### src/rtl/mul_rep.sv
// rtl/mul_rep.sv - repeated-addition multiplier, p = a*b (+ r when MUL_REM_EN is defined)
// Optional macro MUL_REM_EN adds port r and seeds p with r at the accepting edge.
module mul_rep #(
    parameter int WIDTH = 4
) (
    input  logic                 clk,
    input  logic                 rst_n,
    input  logic                 start,
    input  logic [WIDTH-1:0]     a,
    input  logic [WIDTH-1:0]     b,
`ifdef MUL_REM_EN
    input  logic [WIDTH-1:0]     r,
`endif
    output logic                 busy,
    output logic                 done,
    output logic [2*WIDTH-1:0]   p
);

    typedef enum logic [1:0] {
        IDLE = 2'd0,
        RUN  = 2'd1,
        DONE = 2'd2
    } state_t;

    state_t             state;
    state_t             state_next;
    logic [WIDTH-1:0]   count;
    logic [WIDTH-1:0]   a_lat;
    logic               load;
    logic               step;
    logic [2*WIDTH-1:0] p_init;

`ifdef MUL_REM_EN
    assign p_init = {{WIDTH{1'b0}}, r};
`else
    assign p_init = '0;
`endif

    always_ff @(posedge clk or negedge rst_n) begin
        if (!rst_n) begin
            state <= IDLE;
        end else begin
            state <= state_next;
        end
    end

    always_comb begin
        state_next = state;
        load       = 1'b0;
        step       = 1'b0;
        busy       = 1'b0;
        done       = 1'b0;
        case (state)
            IDLE: begin
                if (start) begin
                    load       = 1'b1;
                    state_next = RUN;
                end
            end
            RUN: begin
                busy = 1'b1;
                // Zero count costs one extra edge so latency is always b+1.
                if (count != '0) begin
                    step = 1'b1;
                end else begin
                    state_next = DONE;
                end
            end
            DONE: begin
                busy       = 1'b1;
                done       = 1'b1;
                state_next = IDLE;
            end
            default: begin
                state_next = IDLE;
            end
        endcase
    end

    always_ff @(posedge clk or negedge rst_n) begin
        if (!rst_n) begin
            p     <= '0;
            count <= '0;
            a_lat <= '0;
        end else if (load) begin
            p     <= p_init;
            count <= b;
            a_lat <= a;
        end else if (step) begin
            p     <= p + {{WIDTH{1'b0}}, a_lat};
            count <= count - 1'b1;
        end
    end

endmodule
### config.mk
export PLATFORM = sky130hd
export DESIGN_NAME = mul_rep
export DESIGN_NICKNAME = d
export VERILOG_FILES = /design/src/rtl/mul_rep.sv
export SDC_FILE = /design/constraint.sdc
export NUM_CORES = 1
export LEC_CHECK = 0
export BUFFER_PORTS_ARGS = -buffer_cell sky130_fd_sc_hd__buf_2
export CAP_MARGIN = 20
export CORE_ASPECT_RATIO = 1.4
export CORE_MARGIN = 2
export CORE_UTILIZATION = 40
export DETAILED_ROUTE_END_ITERATION = 7
export GPL_TIMING_DRIVEN = 0
export PLACE_DENSITY = 0.67
export RECOVER_POWER = 50
export REMOVE_ABC_BUFFERS = 1
export SETUP_SLACK_MARGIN = 0.1
export SLEW_MARGIN = 10
export SYNTH_ARGS = -nofsm -noshare
export SYNTH_HDL_FRONTEND = slang
export SYNTH_SLANG_ARGS = --single-unit
### constraint.sdc
create_clock -name clk -period 2.3 [get_ports clk]
set_clock_uncertainty 0.05 [all_clocks]
set_input_delay 0.23 -clock clk [delete_from_list [all_inputs] [get_ports clk]]
set_output_delay 0.23 -clock clk [all_outputs]
set_load 0.01 [all_outputs]
==> summary.txt <==
Final layout
  – Final Instance Area: 1220 µm²
  – Share of cells above drive strength 1: 16.2%
  – ANT cells: 0
  – Synth-to-layout area growth: 15.2%
  – Final net count: 158
  – Layout Utilization: 47.3%

Synthesis
  – Post-synth EDFFs: 0
  – Synth Cell Area: 1060 µm²
  – Synth warn: 0
  – Top cells by area, synth: dfrtp_1 (42%), ha_1 (11%), nand2_1 (8.5%), a21oi_1 (3.3%), o21ai_0 (3.3%)
  – Post-Syn Instances: 115
  – Avg Inst Size Synth: 9.24 µm²
  – Seq/Total Area, Yosys: 42.4%
  – Top_reg_cell synth: dfrtp_1
  – Asr flop ratio synth: 100%
  – Cell taking the most area after synthesis: dfrtp_1
  – Post-synth top area share: 42.4%
  – Top post-synthesis cells by count: nand2_1 (24), dfrtp_1 (18), ha_1 (9), inv_1 (9)
  – Netlist cell types: 32
  – Cell with the most instances after synthesis: nand2_1
  – Yosys reg bits: 18

Clock tree
  – CTS Buffer Depth: 2
  – TritonCTS clock tree: yes
  – CTS Buf Count: 3
  – Clock root cell: clkbuf_4
  – H-Tree Level Count: 1
  – Clk_lat worst skew: 0.30 ns
  – Worst-path clk slew: 0.11 ns
  – Number of buffers added for setup after CTS: 0
  – Clock sinks: 18

Setup path
  – Top Family by Delay on Critical Path: compound AO/OA/AOI/OAI gates
  – Crit path top cell by count: o21ai_0
  – CP max stage delay: 0.43 ns
  – FF-to-FF path depth: 7
  – Crit path depth: 7
  – CP Cell Sequence: ha_1 > inv_1 > fa_1 > nor2b_1 > o21ai_0 > a2111o_1 > o21ai_0
  – Critical path class: flip-flop to flip-flop
  – R2r setup slk: 0.34 ns
  – R2R Path End: p[4]
  – Worst path arrival time: 2.14 ns
  – Critical Path End Type: flip-flop
  – Max FO, Critical Path: 3
  – RR Startpoint: p[0]
  – CP Data Required Time: 2.48 ns
  – CP max stage cell: a2111o_1
  – Buffer and inverter count on the worst path: 1
  – Critical Path Source Type: flip-flop

Place
  – Port Buffer Count: 20
  – Placement Cell Area: 1180 µm²
  – Routability cong.: 0.869
  – DP HPWL: 1550 µm

Timing
  – Headroom to the max-slew limit: 36.1%
  – Final setup TNS: 0 ns
  – Final Slew Violations: 0
  – RSZ-0062 raised after global routing: false
  – Final hold vios: 0
  – Hold WS: 0.0609 ns
  – Period Utilization, post-route: 85.0%
  – Actual slew at the worst max-slew pin: 0.959 ns
  – Setup violations, final: 0
  – Max Clk Rate: 511 MHz
  – Min cycle time layout: 1.96 ns

Route
  – Drt first pass iters: 4
  – Via count: 850
  – Residual DRC: 0
  – Vias/cell: 4.94
  – WL final: 2090 µm
  – Post-route ant nets: 0
  – DR iter-0 viols: 6
  – Wire per inst: 12.2 µm

Min path
  – Hold path startpoint: a[0]
  – Hold Path Class: primary input to flip-flop
  – Hold Path End: a_lat[0]
  – Worst hold path depth: 3

Floorplan
  – Die area: 3090 µm²
  – I/O pin count: 21
  – Initial Utilization: 41.1%
  – Core region area: 2590 µm²
  – Die width: 47.6 µm
  – Die H: 65.0 µm
  – Number of core rows: 22

Global route
  – Grt ovf: 0
  – Pin count of the biggest net entering global routing: 19
  – Initial antenna violation count: 0
  – First-pass GRT wire length: 3510 µm
  – GRT Total Usage: 15.9%
  – Vias in the first global route: 821

Pwr
  – Power per Cell Area: 1220 nW/µm²
  – Max IR drop VDD: 0.579 mV
  – Pleak: 0.000599 µW

Job
  – # Max-Cap Violations: 0

Outcome
  – Status: finished, final reports clean
==> registers in the layout (all words and copies together), names as in the netlist <==
register and flops:
a_lat 4, count 4, p 8, state 2
==> kinds of logic (layout without fill, tap and decap cells) <==
logic type	after synthesis	in the layout	share of synthesized area [%]
muxes	2	2	2.00
buffers and inverters	13	34	5.30
DFF	18	18	42.4
AOI/OAI and AO/OA	24	24	14.3
xor gates and xnor gates	4	4	3.30
and+or+nand+nor	44	44	20.3
adders and majority gates	10	10	12.5
==> cells in the final DEF (no fill, tap or decap) <==
master | netlist | final
clkbuf_1 | 3 | 6
xnor2_1 | 2 | 2
a41o_1 | 1 | 1
a31oi_1 | 2 | 2
xor2_1 | 2 | 2
clkbuf_8 | 0 | 1
ha_1 | 9 | 9
and2_4 | 1 | 1
mux2_1 | 1 | 1
a2111o_1 | 1 | 1
nand2b_1 | 2 | 2
buf_2 | 0 | 14
and2b_2 | 1 | 1
o41ai_1 | 1 | 1
and2_1 | 1 | 1
nor2b_1 | 1 | 1
dlygate4sd3_1 | 0 | 1
dfrtp_1 | 18 | 18
nand3_1 | 4 | 4
mux2i_1 | 1 | 1
nor2_4 | 1 | 1
or2b_1 | 1 | 1
a211oi_1 | 2 | 2
o21ai_0 | 7 | 7
nor2_1 | 4 | 4
nand2_1 | 24 | 24
a21o_1 | 2 | 2
clkbuf_4 | 0 | 3
nor3_1 | 1 | 1
and3_1 | 2 | 2
or3b_4 | 1 | 1
inv_1 | 9 | 9
a21oi_1 | 7 | 7
fa_1 | 1 | 1
o22a_1 | 1 | 1
==> power by group <==
group / total [µW] / switching, µW / internal (µW) / leakage, µW
clock network: 200 / 103 / 96.7 / 0.0000210
logic: 754 / 431 / 323 / 0.000349
registers: 539 / 97.5 / 441 / 0.000229
total: 1490 / 632 / 861 / 0.000599
==> layer usage <==
layer  wire length, µm  global-route usage [%]
met5                 0                       0
met4                38                    8.78
met3                74                    3.34
met2              1050                    24.8
met1               931                    19.5
==> how the worst max path moves through the flow <==
stage / startpoint / end / slack, ns
2_1_floorplan: p[0] / p[4] / 0.47
3_3_place_gp: p[0] / p[4] / 0.42
3_5_place_dp: p[0] / p[4] / 0.38
4_1_cts: p[0] / p[4] / 0.36
5_1_grt: p[0] / p[4] / 0.20
6_report: p[0] / p[4] / 0.34
==> what timing repair did <==
item / in CTS / in global routing
hold buffers: 1 / 0
resized for setup: 0 / 0
endpoints found under the hold margin: 18 / 0
==> worst min-delay path: cells and delay by family <==
| family | cells | cell delay [ns] |
|---|---|---|
| and+or+nand+nor | 2 | 0.09 |
| buffers and inverters | 1 | 0.07 |
==> layout make-up <==
| cell class | count | area [µm²] |
|---|---|---|
| Fill cell | 288 | 1360 |
| Multi-Input combinational cell | 84 | 556 |
| Sequential cell | 18 | 450 |
| Timing Repair Buffer | 21 | 103 |
| Tap cell | 36 | 45.0 |
| Clock buffer | 4 | 36.3 |
| Inverter | 9 | 33.8 |
==> per-stage QoR <==
step	setup WS, ns	cells	power [µW]
detailed placement	0.384	167	1310
CTS	0.357	172	1520
global placement	0.419	167	1270
global route	0.199	172	1650
finish	0.345	172	1490
floorplan	0.467	111	1090
(Power assumes the default switching activity.)
